`src/rtl/eth_payload_writer_if.sv`:
```
// Payload AXI-Stream channel between the payload writer and the Ethernet TX core.
// A beat transfers on a rising clk edge where tvalid && tready; the master holds tdata/tlast stable and tvalid high until that transfer.
interface eth_payload_writer_if;
    logic [7:0] tdata;
    logic       tvalid;
    logic       tlast;
    logic       tuser;
    logic       tready;

    modport master (output tdata, output tvalid, output tlast, output tuser, input tready);
    modport slave  (input tdata, input tvalid, input tlast, input tuser, output tready);
endinterface

```
`src/rtl/eth_payload_writer.sv`:
```
// Streams a frame payload from a byte buffer (1-cycle read latency) onto AXI-Stream via a 2-entry prefetch FIFO.
// Optional ETH_PAYLOAD_MIN_PAD_EN zero-pads the payload to a 46-byte minimum.
module eth_payload_writer #(
    parameter int LEN_WIDTH  = 16,
    parameter int ADDR_WIDTH = 16
) (
    input  logic                  clk,
    input  logic                  rst,
    input  logic                  start_i,
    input  logic [LEN_WIDTH-1:0]  len_i,
    output logic                  busy_o,
    output logic                  valid_o,
    output logic [ADDR_WIDTH-1:0] arg_0_raddr_o,
    output logic                  arg_0_ren_o,
    input  logic [7:0]            arg_0_rdata_i,
    eth_payload_writer_if.master  arg_3_s_eth_payload_axis,
    output logic [1:0]            state_o
);
    typedef enum logic [1:0] {IDLE = 2'd0, STREAM = 2'd1, DONE = 2'd2} state_t;

    localparam logic [LEN_WIDTH-1:0] ONE = LEN_WIDTH'(1);

    state_t                 state_q, state_d;
    logic [LEN_WIDTH-1:0]   total_q, total_d, total_new;
    logic [LEN_WIDTH-1:0]   rd_cnt_q, rd_cnt_d, tx_cnt_q, tx_cnt_d;
    logic [ADDR_WIDTH-1:0]  raddr_q, rd_addr;
    logic                   inflight_q;
    logic [7:0]             mem_q [2];
    logic                   wr_ptr_q, rd_ptr_q;
    logic [1:0]             count_q;
    logic [2:0]             occ;
    logic                   accept, gen, ren, is_read, pop, push, tvalid, tlast;
    logic [7:0]             push_data;

`ifdef ETH_PAYLOAD_MIN_PAD_EN
    localparam logic [LEN_WIDTH-1:0] MIN_LEN = LEN_WIDTH'(46);
    logic [LEN_WIDTH-1:0] len_q;
    logic                 pad_q;

    assign total_new = (len_i < MIN_LEN) ? MIN_LEN : len_i;
    assign is_read   = (rd_cnt_q < len_q);
    // Pad bytes travel the same one-cycle slot as a read so only one push happens per cycle.
    assign push_data = pad_q ? 8'h00 : arg_0_rdata_i;

    always_ff @(posedge clk) begin
        if (rst) begin
            len_q <= '0;
            pad_q <= 1'b0;
        end else begin
            if (accept) len_q <= len_i;
            pad_q <= accept ? 1'b0 : (gen && !is_read);
        end
    end
`else
    assign total_new = len_i;
    assign is_read   = 1'b1;
    assign push_data = arg_0_rdata_i;
`endif

    generate
        if (ADDR_WIDTH > LEN_WIDTH) begin : g_zext
            assign rd_addr = {{(ADDR_WIDTH-LEN_WIDTH){1'b0}}, rd_cnt_q};
        end else begin : g_trunc
            assign rd_addr = rd_cnt_q[ADDR_WIDTH-1:0];
        end
    endgenerate

    assign accept = start_i && (state_q != STREAM);
    assign tvalid = (count_q != 2'd0);
    assign pop    = tvalid && arg_3_s_eth_payload_axis.tready;
    assign tlast  = tvalid && (tx_cnt_q == total_q - ONE);
    assign push   = inflight_q;
    assign occ    = {1'b0, count_q} + {2'b00, inflight_q};
    // A popping beat frees a slot this cycle, which keeps the pipe at one beat per cycle.
    assign gen    = (state_q == STREAM) && (rd_cnt_q < total_q) && ((occ < 3'd2) || pop);
    assign ren    = gen && is_read;

    always_comb begin
        state_d  = state_q;
        total_d  = total_q;
        rd_cnt_d = rd_cnt_q;
        tx_cnt_d = tx_cnt_q;
        case (state_q)
            IDLE, DONE: begin
                if (start_i) begin
                    total_d  = total_new;
                    rd_cnt_d = '0;
                    tx_cnt_d = '0;
                    state_d  = (total_new == '0) ? DONE : STREAM;
                end
            end
            STREAM: begin
                if (gen) rd_cnt_d = rd_cnt_q + ONE;
                if (pop) tx_cnt_d = tx_cnt_q + ONE;
                if (pop && tlast) state_d = DONE;
            end
            default: state_d = IDLE;
        endcase
    end

    always_ff @(posedge clk) begin
        if (rst) begin
            state_q    <= IDLE;
            total_q    <= '0;
            rd_cnt_q   <= '0;
            tx_cnt_q   <= '0;
            raddr_q    <= '0;
            inflight_q <= 1'b0;
        end else begin
            state_q    <= state_d;
            total_q    <= total_d;
            rd_cnt_q   <= rd_cnt_d;
            tx_cnt_q   <= tx_cnt_d;
            if (ren) raddr_q <= rd_addr;
            inflight_q <= accept ? 1'b0 : gen;
        end
    end

    always_ff @(posedge clk) begin
        if (rst || accept) begin
            count_q  <= 2'd0;
            wr_ptr_q <= 1'b0;
            rd_ptr_q <= 1'b0;
        end else begin
            if (push) begin
                mem_q[wr_ptr_q] <= push_data;
                wr_ptr_q        <= ~wr_ptr_q;
            end
            if (pop) rd_ptr_q <= ~rd_ptr_q;
            case ({push, pop})
                2'b10:   count_q <= count_q + 2'd1;
                2'b01:   count_q <= count_q - 2'd1;
                default: count_q <= count_q;
            endcase
        end
    end

    assign busy_o        = (state_q == STREAM);
    assign valid_o       = (state_q == DONE);
    assign arg_0_ren_o   = ren;
    assign arg_0_raddr_o = ren ? rd_addr : raddr_q;
    assign state_o       = state_q;

    assign arg_3_s_eth_payload_axis.tdata  = tvalid ? mem_q[rd_ptr_q] : 8'h00;
    assign arg_3_s_eth_payload_axis.tvalid = tvalid;
    assign arg_3_s_eth_payload_axis.tlast  = tlast;
    assign arg_3_s_eth_payload_axis.tuser  = 1'b0;
endmodule

```
`src/flat_wrapper.sv`:
```
// flat-port wrapper written by rule: the top's interface ports become plain ports
module eth_payload_writer_flat 
#(
    parameter int LEN_WIDTH  = 16,
    parameter int ADDR_WIDTH = 16
)
  (clk, rst, start_i, len_i, busy_o, valid_o, arg_0_raddr_o, arg_0_ren_o, arg_0_rdata_i, state_o, arg_3_s_eth_payload_axis_tdata, arg_3_s_eth_payload_axis_tvalid, arg_3_s_eth_payload_axis_tlast, arg_3_s_eth_payload_axis_tuser, arg_3_s_eth_payload_axis_tready);
  eth_payload_writer_if arg_3_s_eth_payload_axis_i ();
  input  logic clk;
  input  logic rst;
  input  logic start_i;
  input  logic [LEN_WIDTH-1:0] len_i;
  output logic busy_o;
  output logic valid_o;
  output logic [ADDR_WIDTH-1:0] arg_0_raddr_o;
  output logic arg_0_ren_o;
  input  logic [7:0] arg_0_rdata_i;
  output logic [1:0] state_o;
  output wire logic [$bits(arg_3_s_eth_payload_axis_i.tdata)-1:0] arg_3_s_eth_payload_axis_tdata;
  output wire logic [$bits(arg_3_s_eth_payload_axis_i.tvalid)-1:0] arg_3_s_eth_payload_axis_tvalid;
  output wire logic [$bits(arg_3_s_eth_payload_axis_i.tlast)-1:0] arg_3_s_eth_payload_axis_tlast;
  output wire logic [$bits(arg_3_s_eth_payload_axis_i.tuser)-1:0] arg_3_s_eth_payload_axis_tuser;
  input wire logic [$bits(arg_3_s_eth_payload_axis_i.tready)-1:0] arg_3_s_eth_payload_axis_tready;
  assign arg_3_s_eth_payload_axis_tdata = arg_3_s_eth_payload_axis_i.tdata;
  assign arg_3_s_eth_payload_axis_tvalid = arg_3_s_eth_payload_axis_i.tvalid;
  assign arg_3_s_eth_payload_axis_tlast = arg_3_s_eth_payload_axis_i.tlast;
  assign arg_3_s_eth_payload_axis_tuser = arg_3_s_eth_payload_axis_i.tuser;
  assign arg_3_s_eth_payload_axis_i.tready = arg_3_s_eth_payload_axis_tready;
  eth_payload_writer #(.LEN_WIDTH(LEN_WIDTH), .ADDR_WIDTH(ADDR_WIDTH)) u_core (.clk(clk), .rst(rst), .start_i(start_i), .len_i(len_i), .busy_o(busy_o), .valid_o(valid_o), .arg_0_raddr_o(arg_0_raddr_o), .arg_0_ren_o(arg_0_ren_o), .arg_0_rdata_i(arg_0_rdata_i), .arg_3_s_eth_payload_axis(arg_3_s_eth_payload_axis_i), .state_o(state_o));
endmodule
```
`config.mk`:
```
export PLATFORM = sky130hd
export DESIGN_NAME = eth_payload_writer_flat
export DESIGN_NICKNAME = d
export VERILOG_FILES = /design/src/rtl/eth_payload_writer_if.sv /design/src/rtl/eth_payload_writer.sv /design/src/flat_wrapper.sv
export SDC_FILE = /design/constraint.sdc
export NUM_CORES = 1
export LEC_CHECK = 0
export CELL_PAD_IN_SITES_DETAIL_PLACEMENT = 1
export CELL_PAD_IN_SITES_GLOBAL_PLACEMENT = 2
export CORE_ASPECT_RATIO = 1.4
export CORE_MARGIN = 2
export CORE_UTILIZATION = 31
export DETAILED_ROUTE_END_ITERATION = 10
export PLACE_DENSITY_LB_ADDON = 0.1
export SYNTH_ARGS = -nofsm -noshare
export SYNTH_HDL_FRONTEND = slang
export SYNTH_SLANG_ARGS = --single-unit
```
`constraint.sdc`:
```
create_clock -name clk -period 2.5 [get_ports clk]
set_input_delay 0.375 -clock clk [delete_from_list [all_inputs] [get_ports clk]]
set_output_delay 0.375 -clock clk [all_outputs]
set_load 0.01 [all_outputs]
```
==> Implementation_results.wiki, run 1 <==
{| class="wikitable"
! Metric !! Value
|-
| Run status || complete, but fails checks
|-
| Failing checks || negative setup slack
|-
| Via density per instance || 4.995
|-
| Die Span Y || 148.0 µm
|-
| IO Pins || 60
|-
| Setup skew after layout || 0.01044 ns
|-
| Capturing element of the worst setup path || arg_0_raddr_o[12]
|-
| Clk slew on worst S/H paths || 0.07 ns
|-
| Worst setup margin || -0.3590 ns
|-
| Most used DFF post-synth || dfxtp_1
|-
| Highest clock frequency the design can meet || 0.3498 GHz
|-
| Cell count after placement || 814
|-
| Total of warnings raised by yosys || 0
|-
| Timing startpoint of the critical path || u_core.total_q[1]
|-
| Net count reported at finish || 691
|-
| Post-route standard cell area excluding fillers || 6636 µm²
|-
| First-pass iteration count of the detailed router || 6
|-
| Count of cells along the worst register-to-register path || 13
|-
| HPWL after DPL || 11,210 µm
|-
| Proportion of layout cells with a drive suffix above 1 || 31.59%
|-
| RSZ-0062 raised after global routing || true
|-
| Required arrival time at the worst endpoint || 2.12 ns
|-
| Via count of the first global-routing pass || 4,429
|-
| Total power consumption of the routed design || 0.003505 W
|-
| Share of synthesized registers carrying an async set or reset || 0%
|-
| Leakage component of the power || 2.626 nW
|-
| Number of buffers inserted for hold repair after clock tree synthesis || 0
|-
| Full die area || 15,820 µm²
|-
| Area growth, synth to finish || 44.48%
|-
| Number of sinks on the clock net || 88
|-
| Distinct cells, synth || 53
|-
| Slowest stage cell on the critical path || o311a_4
|-
| Total length of routed wires || 14,830 µm
|-
| Crit Path Class || flip-flop to output pin
|-
| Detailed-route via count || 4,186
|-
| Crit path max fanout || 7
|-
| Number of setup violations in the final report || 21
|-
| Reg-to-reg endpoint || u_core.rd_addr[10]
|-
| Remaining Overflow, GRT || 0
|-
| Crit end category || output pin
|-
| Final period utilization || 114.4%
|-
| Number of DRC markers after the initial detailed-route iteration || 114
|-
| Antenna violations before repair || 0
|-
| Net count after synthesis || 547
|-
| Crit path arrival time || 2.48 ns
|-
| Maximum clock insertion buffer count || 2
|-
| Maximum number of pins on one net before global-route repair || 28
|-
| Total global routing track utilization || 18.79%
|-
| Average routed wire per standard cell || 17.69 µm
|-
| Count of placed standard cells in the final layout, fillers left out || 838
|-
| Cell area after technology mapping || 4593 µm²
|-
| Residual antenna-violating net count after detailed routing || 0
|-
| Worst R2R Setup Slack || -0.27 ns
|-
| Sequential area share after synthesis || 41.84%
|-
| VDD IR max || 0.3118 mV
|-
| Cell area power density || 528.2 nW/µm²
|-
| CORE AREA || 14,440 µm²
|-
| Type of element launching the critical path || flip-flop
|-
| Number of max-cap violations || 0
|-
| Flip-flop and latch count after synthesis || 88
|-
| Insertion delay to the later sink of the worst-skew pair || 0.35 ns
|-
| Post-synth EDFFs || 16
|-
| Final max-slew violation count || 0
|-
| CTS tree || built
|-
| Largest stage delay, worst path || 0.40 ns
|-
| Clock buffer count from CTS || 9
|-
| Min Clock Period, post-route || 2.859 ns
|-
| Post-detailed-placement cell area || 5974 µm²
|-
| Synthesized area per cell || 9.186 µm²
|-
| H-Tree Level Count || 3
|-
| Weighted congestion at the end of routability-driven global placement || 0.8820
|-
| Mapped Cells || 500
|-
| Total DRC errors in the routed layout || 0
|-
| Antenna Cells || 0
|-
| Origin of the critical flop-to-flop path || u_core.total_q[13]
|-
| IO buf count || 58
|-
| First-pass GRT wire length || 22,820 µm
|-
| CTS Root Buffer Type || clkbuf_16
|-
| CP Cell Sequence || inv_2 > ha_1 > a21o_1 > a211oi_1 > o311a_4 > o21ai_4 > clkbuf_16 > mux2_2 > buf_6
|-
| Path category of the worst min-delay check || flip-flop to flip-flop
|-
| Standard-cell row count || 52
|-
| DIE WIDTH || 106.9 µm
|-
| Final Hold Fails || 0
|-
| Starting utilization of the core area || 31.80%
|}
-- flip-flops by register name, summed over array words and instances, names as in the netlist, 2 cells and up, named ones only --
name	count
u_core.count_q	2
u_core.mem_q	16
u_core.raddr_q	16
u_core.rd_addr	16
u_core.state_o	2
u_core.total_q	16
u_core.tx_cnt_q	16
-- cell families after synthesis --
group	count (synthesis)	synth area share (%)
multiplexers	24	6.320
AND/OR/NAND/NOR	196	22.09
buffers and inverters	47	4.658
flip-flops	88	41.84
adder cells (fa/ha/maj)	19	5.176
AO/OA/AOI/OAI	85	12.20
XOR/XNOR	40	7.627
other	1	0.08164
-- synthesized netlist by cell type (2+ instances only) --
library cell	count	area (µm²)
o2111ai_1	2	17.52
and3_1	9	56.30
mux2_4	8	120.1
clkbuf_1	14	52.55
nand4_1	15	93.84
mux2_2	8	90.09
mux2i_1	8	80.08
or4b_1	3	30.03
buf_2	3	15.01
o211ai_1	4	30.03
or3_1	11	68.82
ha_1	19	237.7
nor3_1	9	45.04
o21a_1	2	15.01
edfxtp_1	16	480.5
nand2b_1	5	31.28
nor3_2	2	20.02
and4_1	5	43.79
o21ai_0	15	75.07
a211oi_1	2	15.01
a31oi_1	3	18.77
nand3_1	11	55.05
nor2_1	49	183.9
buf_6	4	45.04
xor2_1	19	166.4
nor4_1	6	37.54
dfxtp_1	72	1441
nor2b_1	19	118.9
xnor2_1	21	183.9
a21oi_1	36	180.2
inv_1	24	90.09
nand2_1	46	172.7
a21o_1	10	75.07
-- area by class of cell --
type / count / area (µm²)
clock buffer: 9 / 225.2
fill: 1710 / 7807
clock inverter: 7 / 56.30
sequential: 88 / 1932
multi-input combinational: 365 / 2705
tap: 189 / 236.5
timing repair buffer: 156 / 1389
inverter: 24 / 92.59
-- how the worst min path moves through the flow --
stage | endpoint | cells after the start | slack [ns] | from
after global placement | u_core.rd_ptr_q | 2 | 0.50 | u_core.rd_ptr_q
final | u_core.rd_ptr_q | 2 | 0.52 | u_core.rd_ptr_q
after detailed placement | u_core.rd_ptr_q | 2 | 0.51 | u_core.rd_ptr_q
after global routing | u_core.rd_ptr_q | 2 | 0.56 | u_core.rd_ptr_q
after floorplan | u_core.state_o[1] | 1 | 0.45 | rst
after CTS | u_core.rd_ptr_q | 2 | 0.52 | u_core.rd_ptr_q
-- layout by cell type (no fill, tap or decap), types with 10 or more instances in the layout --
cell             count
a21o_1              10
a21oi_1             26
a21oi_2             10
buf_4               90
buf_6               22
clkbuf_16           10
clkdlybuf4s50_1     40
dfxtp_1             64
edfxtp_1            16
ha_1                15
inv_1               19
nand2_1             44
nand3_1             11
nand4_1             15
nor2_1              49
nor2b_1             19
o21ai_0             12
xnor2_1             20
xor2_1              19
-- timing repair --
item                       in CTS  in global routing
gates cloned                    1                  0
setup endpoints to repair      27                 29
resized for setup             128                 32
pin swaps                      22                 15
setup buffers                   7                  5
-- per-stage QoR --
step | TNS (ns) | util, % | setup WS (ns) | hold WS [ns]
2_1_floorplan | 0 | - | 0.04508 | 0.4548
3_5_place_dp | -7.811 | 41.36 | -0.4383 | 0.5072
3_3_place_gp | -6.985 | 41.36 | -0.3941 | 0.5029
4_1_cts | -7.645 | 44.85 | -0.4361 | 0.5230
5_1_grt | -8.648 | 45.95 | -0.4378 | 0.5556
6_report | -6.671 | 45.95 | -0.3590 | 0.5152
-- worst max-delay path, delay by kind of cell (launching register included) --
kind,cells,cell delay (ns)
AOI/OAI and AO/OA,4,0.82
adders and majority gates,1,0.26
buffers and inverters,3,0.37
muxes,1,0.35
DFF,1,0.33
-- routing by layer --
| metal | track usage [%] | wire length (µm) | vias to the layer above |
|---|---|---|---|
| li1 | - | - | 2039 |
| met1 | 19.95 | 5813 | 2072 |
| met2 | 36.69 | 8318 | 56 |
| met3 | 2.116 | 246 | 19 |
| met4 | 7.857 | 446 | 0 |
| met5 | 0 | 0 | - |
-- power breakdown --
| part | leakage, nW | internal [W] | switching, W |
|---|---|---|---|
| combinational | 1.77 | 0.000363 | 0.000358 |
| clock | 0.124 | 0.000680 | 0.000617 |
| sequential | 0.730 | 0.00147 | 0.0000178 |
| total | 2.63 | 0.00251 | 0.000993 |
No activity file was read; power rests on OpenSTA's default activity.
==> run 2: changes to the inputs <==
Settings changed: PLACE_DENSITY_LB_ADDON 0.1 to 0.15, RECOVER_POWER set to 25.
==> run 2 against run 1 <==
The flow still finishes with violations (negative setup slack); utilization grew 1.5 points; worst setup slack worse by 0.11 ns; sequential power about the same; critical path depth unchanged; sequential cell count unchanged; critical endpoint is now arg_0_raddr_o[5]; largest power group is now clock.
==> Implementation_results.wiki, run 2 (synthesis gave the netlist of run 1 again) <==
{| class="wikitable"
! Metric !! Value
|-
| Final max-slew violation count || 0 (unchanged)
|-
| Highest clock frequency the design can meet || 0.3371 GHz (-3.6%)
|-
| Number of DRC markers after the initial detailed-route iteration || 108 (-5.3%)
|-
| Worst slew margin relative to its limit || 28.60%
|-
| Hold wc startpoint || u_core.rd_ptr_q
|-
| Setup skew after layout || 0.01257 ns (+0.002136 ns)
|-
| VDD IR max || 0.2766 mV (-11%)
|-
| Average routed wire per standard cell || 17.74 µm (+0.27%)
|-
| Worst hold slack across all endpoints || 0.5088 ns (-0.006319 ns)
|-
| DIE WIDTH || 106.9 µm (unchanged)
|-
| Die Span Y || 148.0 µm (unchanged)
|-
| Number of setup violations in the final report || 26 (+24%)
|-
| Proportion of layout cells with a drive suffix above 1 || 34.35% (+2.8 points)
|-
| Reg-to-reg endpoint || u_core.rd_addr[9]
|-
| Type of element launching the critical path || flip-flop
|-
| Antenna Cells || 0 (unchanged)
|-
| Origin of the critical flop-to-flop path || u_core.total_q[13]
|-
| Total DRC errors in the routed layout || 0 (unchanged)
|-
| Standard-cell row count || 52 (unchanged)
|-
| Area growth, synth to finish || 49.20%
|-
| Via density per instance || 4.986 (-0.19%)
|-
| Worst Setup Slack post-DPL || -0.4108 ns (+0.02750 ns)
|-
| Antenna violations before repair || 0 (unchanged)
|-
| Number of max-cap violations || 0 (unchanged)
|-
| Final period utilization || 118.7% (+4.3 points)
|-
| Worst Hold Path EP || u_core.rd_ptr_q
|-
| First-pass GRT wire length || 22,800 µm (about the same)
|-
| First-pass iteration count of the detailed router || 5 (-1)
|-
| Detailed-route via count || 4,208 (+0.53%)
|-
| Crit end category || output pin
|-
| Layout fillers || 1,669 (-2.4%)
|-
| Insertion delay to the later sink of the worst-skew pair || 0.35 ns (about the same)
|-
| Most common cell after layout, fill and taps aside || buf_4
|-
| Failing checks || negative setup slack
|-
| Storage element area || 1939 µm² (+0.39%)
|-
| IO buf count || 58 (unchanged)
|-
| Crit path max fanout || 7 (unchanged)
|-
| Transition time of the tightest slew-check pin || 1.071 ns
|-
| Required arrival time at the worst endpoint || 2.12 ns (about the same)
|-
| RSZ-0062 raised after global routing || true
|-
| Run status || complete, but fails checks
|-
| Via count of the first global-routing pass || 4,449 (+0.45%)
|-
| Net count reported at finish || 697 (+0.87%)
|-
| Worst R2R Setup Slack || -0.25 ns (+0.02 ns)
|-
| Crit path arrival time || 2.59 ns (+0.11 ns)
|-
| Residual antenna-violating net count after detailed routing || 0 (unchanged)
|-
| Final Hold Fails || 0 (unchanged)
|-
| IO Pins || 60 (unchanged)
|-
| Total global routing track utilization || 18.78% (about the same)
|-
| Min Clock Period, post-route || 2.966 ns (+0.1074 ns)
|-
| Footprint of the multi-input gates || 2796 µm² (+3.4%)
|-
| Cell area power density || 562.5 nW/µm² (+6.5%)
|-
| Path category of the worst min-delay check || flip-flop to flip-flop
|-
| Maximum number of pins on one net before global-route repair || 28 (unchanged)
|-
| Count of cells along the worst register-to-register path || 13 (unchanged)
|-
| CTS tree || built
|-
| Total length of routed wires || 14,970 µm (+0.98%)
|-
| H-Tree Level Count || 3 (unchanged)
|-
| CTS Root Buffer Type || clkbuf_16
|-
| Number of sinks on the clock net || 88 (unchanged)
|-
| Full die area || 15,820 µm² (unchanged)
|-
| Starting utilization of the core area || 31.80% (unchanged)
|-
| Leakage component of the power || 2.723 nW (+3.7%)
|-
| Number of buffers inserted for hold repair after clock tree synthesis || 0 (unchanged)
|-
| Most used cells in the layout excluding fill and tap cells || buf_4, dfxtp_1, nor2_1, nand2_1, clkdlybuf4s50_1
|-
| Weighted congestion at the end of routability-driven global placement || 0.8223 (-6.8%)
|-
| Clock buffer count from CTS || 9 (unchanged)
|-
| Worst setup margin || -0.4664 ns (-0.1074 ns)
|-
| CORE AREA || 14,440 µm² (unchanged)
|-
| Count of cells along the worst hold path || 2 (unchanged)
|-
| HPWL after DPL || 10,840 µm (-3.3%)
|-
| Remaining Overflow, GRT || 0 (unchanged)
|-
| Clk slew on worst S/H paths || 0.06 ns (about the same)
|-
| Crit Path Class || flip-flop to output pin
|-
| Maximum clock insertion buffer count || 2 (unchanged)
|}
==> run 2: cell types whose count changed in the layout (fill, tap and decap cells not counted), sizes merged <==
cell           previous run  this run
clkinvlp                  4         0
dlygate4sd3               0         9
buf                     115       116
clkbuf                   10        15
bufinv                    0         3
inv                      25        26
clkdlybuf4s50            40        31
==> run 2: critical path, cell delays in order (launching register included) <==
cell and delay, ns:
dfxtp_2 0.34, inv_2 0.05, ha_4 0.26, nand4_1 0.13, o311a_4 0.39, o21ai_4 0.30
clkbuf_16 0.22, buf_12 0.10, mux2_2 0.34, buf_6 0.12
==> run 2: how the worst max path moves through the flow <==
stage                       start                end  slack [ns]  cells past startpoint
2_1_floorplan   u_core.total_q[9]  arg_0_raddr_o[10]        0.05                     10
3_3_place_gp    u_core.total_q[9]  arg_0_raddr_o[10]       -0.40                     10
3_5_place_dp    u_core.total_q[9]   arg_0_raddr_o[9]       -0.41                     10
4_1_cts         u_core.total_q[6]   arg_0_raddr_o[0]       -0.55                      8
5_1_grt        u_core.total_q[13]   arg_0_raddr_o[5]       -0.57                     10
6_report        u_core.total_q[5]   arg_0_raddr_o[5]       -0.47                      9
==> run 2: area by class of cell <==
| type | instances | share of cell area [%] |
|---|---|---|
| clock buffers | 9 | 3.286 |
| clock inverters | 7 | 1.826 |
| inverters | 24 | 1.315 |
| multi-input cells | 365 | 40.81 |
| flip-flops and latches | 88 | 28.30 |
| well taps | 189 | 3.451 |
| repair buffers | 162 | 21.02 |
==> run 2: what timing repair did <==
item / 4_1_cts / 5_1_grt
gates cloned: 1 / 1
pin swaps: 18 / 35
buffers inserted: 7 / 16
endpoints found under the hold margin: 0 / 0
gates resized for setup: 90 / 89
endpoints found under the setup margin: 27 / 30
==> run 2: metal layers <==
layer | GRT usage [%] | part of all wire [%]
met3 | 3.219 | 2.8
met2 | 34.65 | 53
met1 | 20.35 | 40
met5 | 0 | 0
met4 | 9.351 | 4.4
==> run 2: where the power goes <==
group	switching, W	leakage (nW)	internal, W
logic	0.000384	1.82	0.000396
registers	0.0000167	0.732	0.00147
clock network	0.000601	0.171	0.000988
==> run 2: stage by stage <==
stage	std cells	utilization [%]	power, W	area, µm²	TNS, ns
after CTS	830	44.87	0.003795	6481	-8.842
final	844	47.44	0.003855	6853	-7.282
after floorplan	500	-	0.001820	4593	0
after global placement	806	40.95	0.002108	5914	-6.646
after global routing	844	47.44	0.004016	6853	-10.18
after detailed placement	806	40.95	0.002120	5914	-6.889
==> run 3: changes to the inputs <==
Settings changed: ABC_CLOCK_PERIOD_IN_PS set to 2500, CTS_CLUSTER_SIZE set to 14.
==> results of run 3 <==
Same layout as run 2: the final DEF is identical, and so are final timing and power.
